### config.mk
export PLATFORM = sky130hd
export DESIGN_NAME = operand_forward
export DESIGN_NICKNAME = d
export VERILOG_FILES = /design/src/rtl/pipe_pkg.sv /design/src/rtl/fwd_sel.sv /design/src/rtl/operand_forward.sv
export SDC_FILE = /design/constraint.sdc
export NUM_CORES = 1
export LEC_CHECK = 0
export BUFFER_PORTS_ARGS = -buffer_cell sky130_fd_sc_hd__buf_2
export CORE_UTILIZATION = 47
export CTS_BUF_LIST = sky130_fd_sc_hd__clkbuf_4 sky130_fd_sc_hd__clkbuf_8
export DETAILED_ROUTE_END_ITERATION = 16
export PLACE_DENSITY_LB_ADDON = 0.12
export SETUP_SLACK_MARGIN = 0.2
export SLEW_MARGIN = 30
export SYNTH_ARGS = -nofsm -noshare
export SYNTH_HDL_FRONTEND = slang
export SYNTH_SLANG_ARGS = --single-unit
### constraint.sdc
create_clock -name clk -period 3.75 [get_ports clk]
set_clock_uncertainty 0.05 [all_clocks]
set_input_delay 0.1875 -clock clk [delete_from_list [all_inputs] [get_ports clk]]
set_output_delay 0.1875 -clock clk [all_outputs]
set_load 0.05 [all_outputs]
### src/rtl/pipe_pkg.sv
// Shared pipeline types: op-class codes, forward FSM states and
// operand-select encodings.
package pipe_pkg;

   localparam logic [1:0] OP_ALU = 2'b10;
   localparam logic [1:0] OP_LD  = 2'b00;

   typedef enum logic {
      RUN,
      BUBBLE
   } fwd_state_t;

   typedef enum logic [1:0] {
      SEL_RF,
      SEL_R3,
      SEL_R4
   } sel_t;

endpackage

### src/rtl/fwd_sel.sv
// Single-operand forward qualification, r0 mask and priority.
// Outputs the chosen source; the data mux lives in the caller.
module fwd_sel
   import pipe_pkg::*;
#(
   parameter int REG_W = 5
) (
   input  logic             d4_i,
   input  logic             t4_i,
   input  logic             d3_i,
   input  logic [1:0]       op3_i,
   input  logic [1:0]       op4_i,
   input  logic [REG_W-1:0] src_i,
   output sel_t             sel_o
);

   logic nz;
   logic use3;
   logic use4;

   always_comb begin
      nz   = (src_i != '0);
      // detector flags can be stale, so trust them only with a matching producer
      use3 = d3_i && (op3_i == OP_ALU) && nz;
      use4 = ((t4_i && (op4_i == OP_LD)) ||
              (d4_i && (op4_i == OP_ALU))) && nz;
      sel_o = SEL_RF;
      if (use3) begin
         sel_o = SEL_R3;
      end else if (use4) begin
         sel_o = SEL_R4;
      end
   end

endmodule

### src/rtl/operand_forward.sv
// Stage-2 operand select, ID/EX operand register and load-use interlock.
// Optional statistics counters enabled by OPFWD_STATS_EN.
module operand_forward
   import pipe_pkg::*;
#(
   parameter int DATA_W = 32,
   parameter int REG_W  = 5
) (
   input  logic              clk,
   input  logic              rst_n,
   input  logic              has2d4,
   input  logic              has2t4,
   input  logic              has2d3,
   input  logic              hbt2d4,
   input  logic              hbt2t4,
   input  logic              hbt2d3,
   input  logic [1:0]        alu_op2,
   input  logic [1:0]        alu_op3,
   input  logic [1:0]        alu_op4,
   input  logic [REG_W-1:0]  rs2,
   input  logic [REG_W-1:0]  rt2,
   input  logic [REG_W-1:0]  rt3,
   input  logic [DATA_W-1:0] rf_a2,
   input  logic [DATA_W-1:0] rf_b2,
   input  logic [DATA_W-1:0] res3,
   input  logic [DATA_W-1:0] res4,
   input  logic              hold,
   output logic [DATA_W-1:0] op_a3,
   output logic [DATA_W-1:0] op_b3,
   output logic              op_valid3,
`ifdef OPFWD_STATS_EN
   output logic [15:0]       fwd_cnt,
   output logic [15:0]       stall_cnt,
`endif
   output logic              stall
);

   fwd_state_t        state_q, state_d;
   logic [DATA_W-1:0] a_q, a_d, b_q, b_d;
   logic [DATA_W-1:0] mux_a, mux_b;
   logic              v_q, v_d;
   logic              hazard;
   logic              cap;
   logic              go_bub;
   sel_t              sel_a, sel_b;

   fwd_sel #(.REG_W(REG_W)) u_sel_a (
      .d4_i (has2d4),
      .t4_i (has2t4),
      .d3_i (has2d3),
      .op3_i(alu_op3),
      .op4_i(alu_op4),
      .src_i(rs2),
      .sel_o(sel_a)
   );

   fwd_sel #(.REG_W(REG_W)) u_sel_b (
      .d4_i (hbt2d4),
      .t4_i (hbt2t4),
      .d3_i (hbt2d3),
      .op3_i(alu_op3),
      .op4_i(alu_op4),
      .src_i(rt2),
      .sel_o(sel_b)
   );

   always_comb begin
      unique case (sel_a)
         SEL_R3:  mux_a = res3;
         SEL_R4:  mux_a = res4;
         default: mux_a = rf_a2;
      endcase
      unique case (sel_b)
         SEL_R3:  mux_b = res3;
         SEL_R4:  mux_b = res4;
         default: mux_b = rf_b2;
      endcase
   end

   always_comb begin
      hazard = (alu_op2 == OP_ALU) && (alu_op3 == OP_LD) &&
               (rt3 != '0) && ((rt3 == rs2) || (rt3 == rt2));
      state_d = state_q;
      a_d     = a_q;
      b_d     = b_q;
      v_d     = v_q;
      stall   = 1'b0;
      cap     = 1'b0;
      go_bub  = 1'b0;
      if (!rst_n) begin
         stall = 1'b0;
      end else if (hold) begin
         stall = 1'b1;
      end else begin
         unique case (state_q)
            RUN: begin
               if (hazard) begin
                  stall   = 1'b1;
                  go_bub  = 1'b1;
                  state_d = BUBBLE;
                  v_d     = 1'b0;
               end else begin
                  cap = 1'b1;
               end
            end
            BUBBLE: begin
               state_d = RUN;
               cap     = 1'b1;
            end
            default: state_d = RUN;
         endcase
         if (cap) begin
            a_d = mux_a;
            b_d = mux_b;
            v_d = 1'b1;
         end
      end
   end

   always_ff @(posedge clk) begin
      if (!rst_n) begin
         state_q <= RUN;
         a_q     <= '0;
         b_q     <= '0;
         v_q     <= 1'b0;
      end else begin
         state_q <= state_d;
         a_q     <= a_d;
         b_q     <= b_d;
         v_q     <= v_d;
      end
   end

   assign op_a3     = a_q;
   assign op_b3     = b_q;
   assign op_valid3 = v_q;

`ifdef OPFWD_STATS_EN
   logic [15:0] fc_q, fc_d, sc_q, sc_d;
   logic        fwd_any;

   always_comb begin
      fwd_any = (sel_a != SEL_RF) || (sel_b != SEL_RF);
      fc_d    = fc_q;
      sc_d    = sc_q;
      if (cap && fwd_any && (fc_q != 16'hFFFF)) begin
         fc_d = fc_q + 16'd1;
      end
      if (go_bub && (sc_q != 16'hFFFF)) begin
         sc_d = sc_q + 16'd1;
      end
   end

   always_ff @(posedge clk) begin
      if (!rst_n) begin
         fc_q <= '0;
         sc_q <= '0;
      end else begin
         fc_q <= fc_d;
         sc_q <= sc_d;
      end
   end

   assign fwd_cnt   = fc_q;
   assign stall_cnt = sc_q;
`else
   logic unused_ok;
   assign unused_ok = go_bub;
`endif

endmodule

==> results of run 1 <==
[worst max-delay path: cells and delay by family]
kind / cells / cell delay, ps
AOI/OAI and AO/OA: 2 / 370
muxes: 1 / 90
and+or+nand+nor: 2 / 820
buffers and inverters: 3 / 800
[Yosys cell counts, drive strengths merged]
library cell  instances  area share (%)
clkbuf               21             2.0
nand2                65             6.0
a22oi                 1            0.31
nor2                  8             1.1
o21ai                 4            0.59
dfxtp                66              33
xor2                 10             2.2
o221ai               64              15
and2                  2            0.31
or3b                  2            0.43
mux2i                66              16
nand3b                2            0.56
o22a                 64              14
inv                   1           0.093
or4                   2            0.56
nand4                 1            0.15
nor2b                 2            0.31
buf                  29             6.4
o21a                  1            0.19
nor3                  4            0.50
[cells by family (layout without fill, tap and decap cells)]
kind of cell / Yosys count / count (layout)
AO/OA/AOI/OAI: 134 / 134
XOR/XNOR: 10 / 10
buffers and inverters: 51 / 250
flip-flops: 66 / 66
multiplexers: 66 / 66
AND/OR/NAND/NOR: 88 / 88
[registers in the layout (all words and copies together) (netlist names)]
signal / count
op_a3: 32
op_b3: 32
op_valid3: 1
state_q: 1
[report_power, final]
| part | internal [mW] | switching, mW | leakage (nW) | total [mW] |
|---|---|---|---|---|
| combinational | 0.226 | 0.441 | 1.76 | 0.668 |
| sequential | 0.762 | 0.0305 | 0.546 | 0.793 |
| clock | 0.335 | 0.267 | 0.103 | 0.602 |
| total | 1.32 | 0.738 | 2.41 | 2.06 |
[how the worst max path moves through the flow]
stage                    start                endpoint  slack, ps
floorplan               rs2[1]                   stall       1930
global placement    alu_op3[0]   op_b3[8]$_SDFFE_PN0P_       1360
detailed placement  alu_op3[0]   op_b3[8]$_SDFFE_PN0P_       1300
CTS                 alu_op3[0]  op_b3[11]$_SDFFE_PN0P_       1650
global route        alu_op3[0]   op_b3[1]$_SDFFE_PN0P_       1490
finish              alu_op3[0]  op_b3[11]$_SDFFE_PN0P_       1610
[through the flow]
step / utilization (%) / power [mW] / std cells / setup WS (ps)
finish: 63.5 / 2.06 / 719 / 1610
global route: 63.5 / 2.16 / 719 / 1490
CTS: 63.5 / 2.07 / 719 / 1650
detailed placement: 61.2 / 1.48 / 704 / 1300
global placement: 61.2 / 1.46 / 704 / 1360
floorplan: - / 1.28 / 415 / 1930
[cell type report]
class | count | area [µm²]
clock buffers | 12 | 153
clock inverters | 3 | 40.0
fillers | 759 | 3010
inverters | 1 | 3.75
multi-input cells | 298 | 2400
flip-flops and latches | 66 | 1320
well taps | 105 | 131
repair buffers | 234 | 1200
[layer usage]
metal | vias up | routed length (µm)
met2 | 194 | 6610
met4 | 0 | 225
met3 | 20 | 954
met5 | - | 0
li1 | 2006 | -
met1 | 2006 | 5400
==> impl_metrics.csv, run 1 <==
group,metric,value,unit
timing,slew_headroom,34.0,%
timing,final_max_slew_viol_count,0,
route,viasPerCell,5.88,
yosys,synth_cell_types,25,
yosys,yosys.area_share.simple,9.97,%
placement,hpwl,9.33,mm
clock_tree,cts.clk_slew.worst_paths,70,ps
timing,min_period,2140,ps
worst_hold_path,holdCritPathClass,"input pin to flop",
yosys,syn_nets,573,
route,ant_nets,0,
grt,antenna_found_initial,0,
critical_path,crit_path_max_fanout,34,
critical_path,cpMaxStageDelayCell,"or3b_1",
timing,max_freq,467,MHz
route,drtIter0Drc,172,
yosys,synth.area.mux_share,16.4,%
clock_tree,post_cts.repair.setup_buffers,0,
critical_path,required,3890,ps
route,via_count,4226,
yosys,syn_inst,415,
floorplan,ioPinCount,224,
worst_hold_path,hold_path_end,"op_valid3$_SDFFE_PN0P_",
placement,gp_congestion,0.857,
route,wirelength,13.2,mm
yosys,synth_top_family_by_area,"compound AO/OA/AOI/OAI gates",
route,drc,0,
cells_and_area,final_nets,768,
critical_path,slowest_delay,710,ps
run,max_cap_viol_count,0,
timing,hold_ws,91.6,ps
grt,grt_usage,29.1,%
yosys,synth_seq_area_share,32.7,%
critical_path,reg2reg_depth,5,
clock_tree,root_buffer,"clkbuf_8",
pwr,power.density,393,nW/µm²
critical_path,r2r_end,"op_b3[27]$_SDFFE_PN0P_",
cells_and_area,antenna_cells,0,
yosys,postSynthAreaPerCell,9.74,µm²
critical_path,crit_type,"input pin to flop",
grt,grt-busiest-layer,"met2",
grt,met2_usage,51.3,%
clock_tree,holdBufCountCts,0,
clock_tree,clk_latency,330,ps
clock_tree,cts_buffer_depth,2,
route,drt_pass1_iterations,4,
timing,tightest_slew,988,ps
clock_tree,cts-htree-levels,3,
grt,use_met1,35.1,%
timing,period_share,57.1,%
cells_and_area,finish.instance_area,5250,µm²
critical_path,reg2reg_slack,1730,ps
grt,grt_start_max_net_pins,78,
cells_and_area,syn2layout_area_growth,29.9,%
worst_hold_path,hold_start,"hold",
pwr,irDropWorstVdd,0.000249,V
cells_and_area,mostFrequentLayoutCell,"buf_2",
critical_path,r2r-start,"state_q$_SDFFE_PN0N_",
critical_path,path_cells,"buf_2 -> nand3b_2 -> buf_4 -> or3b_1 -> buf_4 -> o22a_1 -> o221ai_1 -> mux2i_1",
timing,hold_violations,0,
cells_and_area,final_cell_mix,"buf_2 (222), mux2i_1 (66), dfxtp_1 (66)",
floorplan,row_count,33,
critical_path,cp.arrival,2290,ps
floorplan,die_w,94.7,µm
worst_hold_path,hold_depth,3,
timing,rsz0062_at_grt,"false",
yosys,synthAdderAreaFrac,0,%
floorplan,die_y,94.7,µm
cells_and_area,drive_gt1_share,43.8,%
clock_tree,post_cts_resized,0,
outcome,outcome,"finished, final reports clean",
grt,grt_pass1_wl,20.1,mm
placement,port_buffers,223,
critical_path,critical_path.startpoint_type,"input pin",
yosys,synth-seq-cells,66,
clock_tree,cts_inserted_buffers,9,
placement,placed_cell_area,5050,µm²
pwr,p_leak,2.41,nW
timing,setup_viol,0,
grt,grt_pass1_vias,4059,
clock_tree,cts_tree,"done",
floorplan,dieArea,8970,µm²
critical_path,crit_top_cell,"buf_4",
yosys,synth_compound_area_share,30.4,%
yosys,synthXorXnorAreaFrac,2.17,%
timing,setup_tns,0,ps
floorplan,initial_core_util,48.9,%
grt,grt_overflow,0,
floorplan,design.core.area,8260,µm²
yosys,syn_area,4040,µm²
clock_tree,cts.sinks,66,
route,wl_per_cell,18.3,µm
yosys,ys.warnings.count,0,
grt,grt_use_met3,5.64,%
critical_path,endpoint_kind,"flop",
Note: power is estimated with default switching activity, not from simulation.
==> run 2, diff against run 1 <==
--- a/config.mk
+++ b/config.mk
@@ -6,7 +6,7 @@
 export NUM_CORES = 1
 export LEC_CHECK = 0
 export BUFFER_PORTS_ARGS = -buffer_cell sky130_fd_sc_hd__buf_2
-export CORE_UTILIZATION = 47
+export CORE_UTILIZATION = 42
 export CTS_BUF_LIST = sky130_fd_sc_hd__clkbuf_4 sky130_fd_sc_hd__clkbuf_8
 export DETAILED_ROUTE_END_ITERATION = 16
 export PLACE_DENSITY_LB_ADDON = 0.12
==> constraint.sdc (replaced) <==
create_clock -name clk -period 1.9 [get_ports clk]
set_clock_uncertainty 0.05 [all_clocks]
set_input_delay 0.095 -clock clk [delete_from_list [all_inputs] [get_ports clk]]
set_output_delay 0.095 -clock clk [all_outputs]
set_load 0.05 [all_outputs]
==> run 2 against run 1 <==
- clock power is 71% higher
- flip-flop and latch count stayed put
- via count is 1.8% higher
- hold slack worse by 49 ps
- clock-buffer cell count is 1 lower
- critical path depth is 3 lower
- sequential power is 97% higher
- non-clock buffer count is 13 higher
- die area is 12% higher
- critical path type is now flop to output pin
==> impl_metrics.csv, run 2 (synthesis gave the netlist of run 1 again) <==
group,metric,value,unit
floorplan,ioPinCount,224,
timing,rsz0062_at_grt,"true",
timing,tightest_slew,471,ps
route,viasPerCell,5.68,
cells_and_area,drive_gt1_share,44.9,%
timing,min_period,1560,ps
cells_and_area,syn2layout_area_growth,34.3,%
critical_path,cp.arrival,1410,ps
clock_tree,cts_inserted_buffers,9,
route,drt_pass1_iterations,4,
worst_hold_path,holdCritPathClass,"input pin to flop",
route,wirelength,13.4,mm
timing,final_max_slew_viol_count,0,
clock_tree,clk_latency,330,ps
floorplan,initial_core_util,43.5,%
timing,max_freq,642,MHz
clock_tree,cts_buffer_depth,2,
timing,setup_viol,0,
critical_path,endpoint_kind,"output pin",
cells_and_area,fin_cells,757,
critical_path,required,1750,ps
floorplan,die_y,100,µm
pwr,p_leak,2.48,nW
pwr,irDropWorstVdd,0.000293,V
grt,grt_start_max_net_pins,49,
critical_path,reg2reg_depth,6,
worst_hold_path,hold_path_end,"op_b3[24]$_SDFFE_PN0P_",
clock_tree,root_buffer,"clkbuf_8",
critical_path,critical_path.startpoint_type,"flop",
placement,dp_cells,738,
cells_and_area,mostFrequentLayoutCell,"buf_2",
critical_path,crit_path_max_fanout,2,
floorplan,die_w,100,µm
grt,antenna_found_initial,0,
clock_tree,cts.sinks,66,
route,drc,0,
outcome,outcome,"finished, final reports clean",
placement,port_buffers,223,
worst_hold_path,hold_depth,3,
pwr,power.density,731,nW/µm²
timing,hold_violations,0,
cells_and_area,final_cell_mix,"buf_2 (221), mux2i_1 (66), dfxtp_1 (66)",
floorplan,dieArea,10000,µm²
floorplan,design.core.area,9280,µm²
clock_tree,cts_tree,"done",
critical_path,crit_type,"flop to output pin",
floorplan,row_count,35,
route,via_count,4302,
timing,slew_headroom,68.6,%
grt,grt_pass1_vias,4318,
critical_path,reg2reg_slack,370,ps
timing,hold_ws,43.0,ps
critical_path,r2r-start,"state_q$_SDFFE_PN0N_",
clock_tree,cts-htree-levels,3,
grt,grt_overflow,0,
critical_path,r2r_end,"op_b3[20]$_SDFFE_PN0P_",
grt,grt_pass1_wl,20.9,mm
placement,gp_congestion,0.864,
clock_tree,cts.clk_slew.worst_paths,80,ps
timing,period_share,81.9,%
route,ant_nets,0,
cells_and_area,final_nets,781,
timing,setup_tns,0,ps
route,drtIter0Drc,93,
cells_and_area,antenna_cells,0,
route,wl_per_cell,17.7,µm
grt,grt_usage,26.4,%
placement,hpwl,9.82,mm
worst_hold_path,hold_start,"rf_b2[24]",
run,max_cap_viol_count,0,
==> run 2: how the worst max path moves through the flow <==
stage / startpoint / to / slack, ps / cells past startpoint
6_report: state_q$_SDFFE_PN0N_ / stall / 340 / 5
4_1_cts: state_q$_SDFFE_PN0N_ / stall / 230 / 5
5_1_grt: state_q$_SDFFE_PN0N_ / op_a3[21]$_SDFFE_PN0P_ / 200 / 6
2_1_floorplan: rs2[1] / stall / 260 / 7
3_3_place_gp: rt2[2] / op_b3[3]$_SDFFE_PN0P_ / 250 / 7
3_5_place_dp: rs2[1] / op_b3[19]$_SDFFE_PN0P_ / 170 / 7
==> run 2: where the power goes <==
group | switching (mW) | internal [mW] | leakage [nW] | total, mW
Sequential | 0.0593 | 1.50 | 0.546 | 1.56
Clock | 0.535 | 0.499 | 0.0899 | 1.03
Combinational | 0.881 | 0.485 | 1.85 | 1.37
Total | 1.48 | 2.49 | 2.48 | 3.96
==> run 2: worst max-delay path, stage by stage, from the launching register on <==
cell	delay, ps
dfxtp_1	310
nor2_1	100
nand4_1	160
o21ai_4	190
and2_1	140
buf_4	190
==> run 2: per-layer routing <==
layer  GRT usage, %  routed length, µm  vias up
met4           11.5                384        0
met2           46.5               6650      183
li1               -                  -     2035
met5              0                  0        -
met1           31.2               5470     2055
met3           5.01                901       29
==> run 2: per-stage QoR <==
stage | setup slack [ps] | total power [mW] | util [%] | cell area [µm²]
6_report | 343 | 3.96 | 58.5 | 5430
3_3_place_gp | 250 | 2.93 | 56.2 | 5220
3_5_place_dp | 174 | 2.96 | 56.2 | 5220
4_1_cts | 234 | 4.00 | 58.3 | 5410
5_1_grt | 196 | 4.15 | 58.5 | 5430
2_1_floorplan | 260 | 2.53 | - | 4040
==> run 2: what timing repair did <==
item	CTS	global route
resized for setup	0	3
endpoints found under the setup margin	1	6
pin swaps	1	1
endpoints found under the hold margin	1	0
setup buffers	1	1
hold buffers	1	0
==> run 2: final cells by class <==
cell class                      count  area (µm²)
Clock buffer                       11         139
Clock inverter                      5        31.3
Fill cell                         913        3860
Inverter                            1        3.75
Multi-Input combinational cell    298        2400
Sequential cell                    66        1320
Tap cell                          129         161
Timing Repair Buffer              247        1370
==> run 3, diff against run 2 <==
--- a/config.mk
+++ b/config.mk
@@ -5,8 +5,9 @@
 export SDC_FILE = /design/constraint.sdc
 export NUM_CORES = 1
 export LEC_CHECK = 0
+export ABC_AREA = 1
 export BUFFER_PORTS_ARGS = -buffer_cell sky130_fd_sc_hd__buf_2
-export CORE_UTILIZATION = 42
+export CORE_UTILIZATION = 43
 export CTS_BUF_LIST = sky130_fd_sc_hd__clkbuf_4 sky130_fd_sc_hd__clkbuf_8
 export DETAILED_ROUTE_END_ITERATION = 16
 export PLACE_DENSITY_LB_ADDON = 0.12
==> constraint.sdc (replaced) <==
create_clock -name clk -period 1.35 [get_ports clk]
set_clock_uncertainty 0.05 [all_clocks]
set_input_delay 0.0675 -clock clk [delete_from_list [all_inputs] [get_ports clk]]
set_output_delay 0.0675 -clock clk [all_outputs]
set_load 0.05 [all_outputs]
==> run 3 against run 2 <==
- the run now ends with negative setup slack left
- synthesized area rose by 7.8%
- wire length rose by 7.1%
- clock power rose by 85%
- critical path type unchanged
- die area rose by 5.2%
- total power rose by 56%
- setup slack got worse by 470 ps
- flip-flop and latch count did not move
- clock-buffer cell count did not move
- synthesized cell count rose by 88%
- via count rose by 29%
- hold slack got worse by 20 ps
- global-route usage rose by 0.84 points
==> impl_metrics.csv, run 3 <==
group,metric,value,unit
yosys,syn_nets,937,
critical_path,critPathBufInv,2,
yosys,syn_area,4360,µm²
timing,slew_headroom,77.9,%
route,via_count,5533,
critical_path,r2r_end,"op_b3[5]$_SDFFE_PN0P_",
yosys,syn_inst,779,
clock_tree,cts.sinks,66,
critical_path,path_depth,8,
floorplan,die_y,103,µm
floorplan,die_w,103,µm
outcome,outcome,"finished, violations left",
critical_path,reg2reg_slack,-70,ps
yosys,synth_seq_area_share,30.3,%
yosys,ys.warnings.count,0,
placement,gp_congestion,0.834,
yosys,synthArstFlopShare,0,%
cells_and_area,mostFrequentLayoutCell,"nand2_1",
timing,hold_violations,0,
floorplan,ioPinCount,224,
critical_path,crit_path_max_fanout,2,
cells_and_area,final_cell_mix,"nand2_1 (223), buf_2 (222), nand3_1 (198)",
yosys,yosysTopAreaCellShare,30.3,%
grt,grt_start_max_net_pins,43,
critical_path,cp_top_family,"simple AND/OR/NAND/NOR gates",
placement,placed_cell_area,5750,µm²
timing,setup_viol,65,
critical_path,required,1230,ps
floorplan,initial_core_util,44.6,%
route,ant_nets,0,
route,drt_pass1_iterations,5,
critical_path,critPathLaunch,"state_q$_SDFFE_PN0N_",
yosys,synth.most_common_cell,"nand2_1",
yosys,synth_cell_types,18,
critical_path,path_cells,"nor2_1 -> nand2_1 -> a31oi_1 -> nand2_1 -> nand2_4 -> nand2_4 -> inv_8 -> buf_12",
yosys,postSynthAreaPerCell,5.59,µm²
floorplan,design.core.area,9770,µm²
placement,hpwl,10.5,mm
yosys,synth_top_family_by_area,"simple AND/OR/NAND/NOR gates",
cells_and_area,syn2layout_area_growth,39.0,%
timing,tightest_slew,331,ps
critical_path,reg2reg_depth,10,
run,max_cap_viol_count,0,
yosys,synth_common_cells,"nand2_1 (226), nand3_1 (198), nor2_1 (140)",
timing,max_freq,679,MHz
clock_tree,cts.clk_slew.worst_paths,90,ps
clock_tree,cts_tree,"done",
floorplan,row_count,36,
critical_path,slowest_delay,310,ps
yosys,synth_compound_area_share,0.316,%
outcome,failed_checks,"negative setup slack",
grt,grt_pass1_wl,22.5,mm
yosys,yosysTopAreaCell,"dfxtp_1",
worst_hold_path,holdCritPathClass,"input pin to flop",
floorplan,dieArea,10500,µm²
grt,grt_usage,27.2,%
cells_and_area,final_nets,1152,
yosys,synthXorXnorAreaFrac,0.402,%
grt,grt_pass1_vias,4829,
grt,antenna_found_initial,1,
yosys,synth-edff-count,0,
cells_and_area,drive_gt1_share,28.4,%
timing,setup_ws,-123,ps
route,wirelength,14.4,mm
clock_tree,cts_inserted_buffers,9,
route,drtIter0Drc,271,
cells_and_area,finish.instance_area,6050,µm²
clock_tree,cts-htree-levels,3,
yosys,synth.area.top_cells,"dfxtp_1 (30%), nand3_1 (23%), nand2_1 (19%), nor2_1 (12%), inv_1 (6.6%)",
clock_tree,clk_latency,330,ps
critical_path,critical_path.startpoint_type,"flop",
yosys,synth_ff_type,"dfxtp_1",
critical_path,cp.arrival,1360,ps
critical_path,crit_type,"flop to output pin",
yosys,synthAdderAreaFrac,0,%
yosys,synth-seq-cells,66,
timing,setup_tns,-2930,ps
timing,min_period,1470,ps
route,drc,0,
critical_path,endpoint_kind,"output pin",
clock_tree,root_buffer,"clkbuf_8",
grt,grt_overflow,0,
timing,period_share,109,%
timing,final_max_slew_viol_count,0,
yosys,yosys.area_share.simple,55.2,%
route,wl_per_cell,12.7,µm
clock_tree,cts_buffer_depth,2,
critical_path,cpMaxStageDelayCell,"dfxtp_1",
worst_hold_path,hold_depth,5,
pwr,p_leak,3.44,nW
critical_path,r2r-start,"state_q$_SDFFE_PN0N_",
route,viasPerCell,4.88,
critical_path,crit_end,"stall",
timing,rsz0062_at_grt,"true",
yosys,synth.area.mux_share,0,%
placement,port_buffers,223,
pwr,power.density,1020,nW/µm²
pwr,irDropWorstVdd,0.000585,V
==> run 3: what timing repair did <==
action	CTS	global route
gates cloned	0	1
hold buffers	2	0
pin swaps	2	1
resized for setup	5	2
hold endpoints to repair	2	0
endpoints found under the setup margin	67	67
buffers inserted	1	0
==> run 3: layout make-up <==
type	count	area [µm²]
clock buffers	11	145
multi-input cells	574	2450
inverters	86	330
fillers	1038	3720
clock inverters	5	77.6
repair buffers	257	1560
flip-flops and latches	66	1320
well taps	133	166
diodes	1	2.50
==> run 3: power breakdown <==
part / switching, mW / internal, mW / total [mW]
clock network: 0.800 / 1.11 / 1.91
logic: 1.37 / 0.707 / 2.08
registers: 0.0792 / 2.11 / 2.19
==> run 3: cell families (layout without fill, tap and decap cells) <==
logic type                count (synthesis)  in the layout
DFF                                      66             66
and+or+nand+nor                         570            570
buffers and inverters                   139            359
other                                     0              1
xor gates and xnor gates                  2              2
AOI/OAI and AO/OA                         2              2
==> run 3: worst min path at each step <==
| stage | startpoint | slack, ps | endpoint |
|---|---|---|---|
| 6_report | res3[22] | 20 | op_a3[22]$_SDFFE_PN0P_ |
| 5_1_grt | res3[22] | 30 | op_a3[22]$_SDFFE_PN0P_ |
| 4_1_cts | res3[22] | 10 | op_a3[22]$_SDFFE_PN0P_ |
| 3_5_place_dp | hold | 290 | op_valid3$_SDFFE_PN0P_ |
| 3_3_place_gp | hold | 290 | op_valid3$_SDFFE_PN0P_ |
| 2_1_floorplan | hold | 160 | op_valid3$_SDFFE_PN0P_ |
==> run 3: metrics by stage <==
step | util (%) | instances | worst slack, ps | hold slack [ps] | power [mW]
6_report | 61.9 | 1133 | -123 | 22.7 | 6.18
5_1_grt | 61.9 | 1132 | -205 | 25.5 | 6.52
4_1_cts | 61.6 | 1131 | -156 | 13.6 | 6.20
3_5_place_dp | 58.8 | 1112 | -73.0 | 287 | 4.28
3_3_place_gp | 58.8 | 1112 | -48.2 | 287 | 4.28
2_1_floorplan | - | 779 | 101 | 157 | 3.61
==> run 3: metal layers <==
layer	vias to the layer above	global-route usage, %	wire length, µm
met5	-	0	0
met4	0	10.5	350
met3	25	6.10	1220
met2	233	46.6	6630
met1	2419	33.0	6150
li1	2856	-	-
==> run 3: worst reg2reg max path: stages (launching register included) <==
cell	delay, ps
dfxtp_1	310
nor2_1	80
nand2_1	50
a31oi_1	130
nand2_1	100
nand2_4	90
buf_8	170
buf_12	180
nand2_1	70
nand2_1	50
nor2_1	40
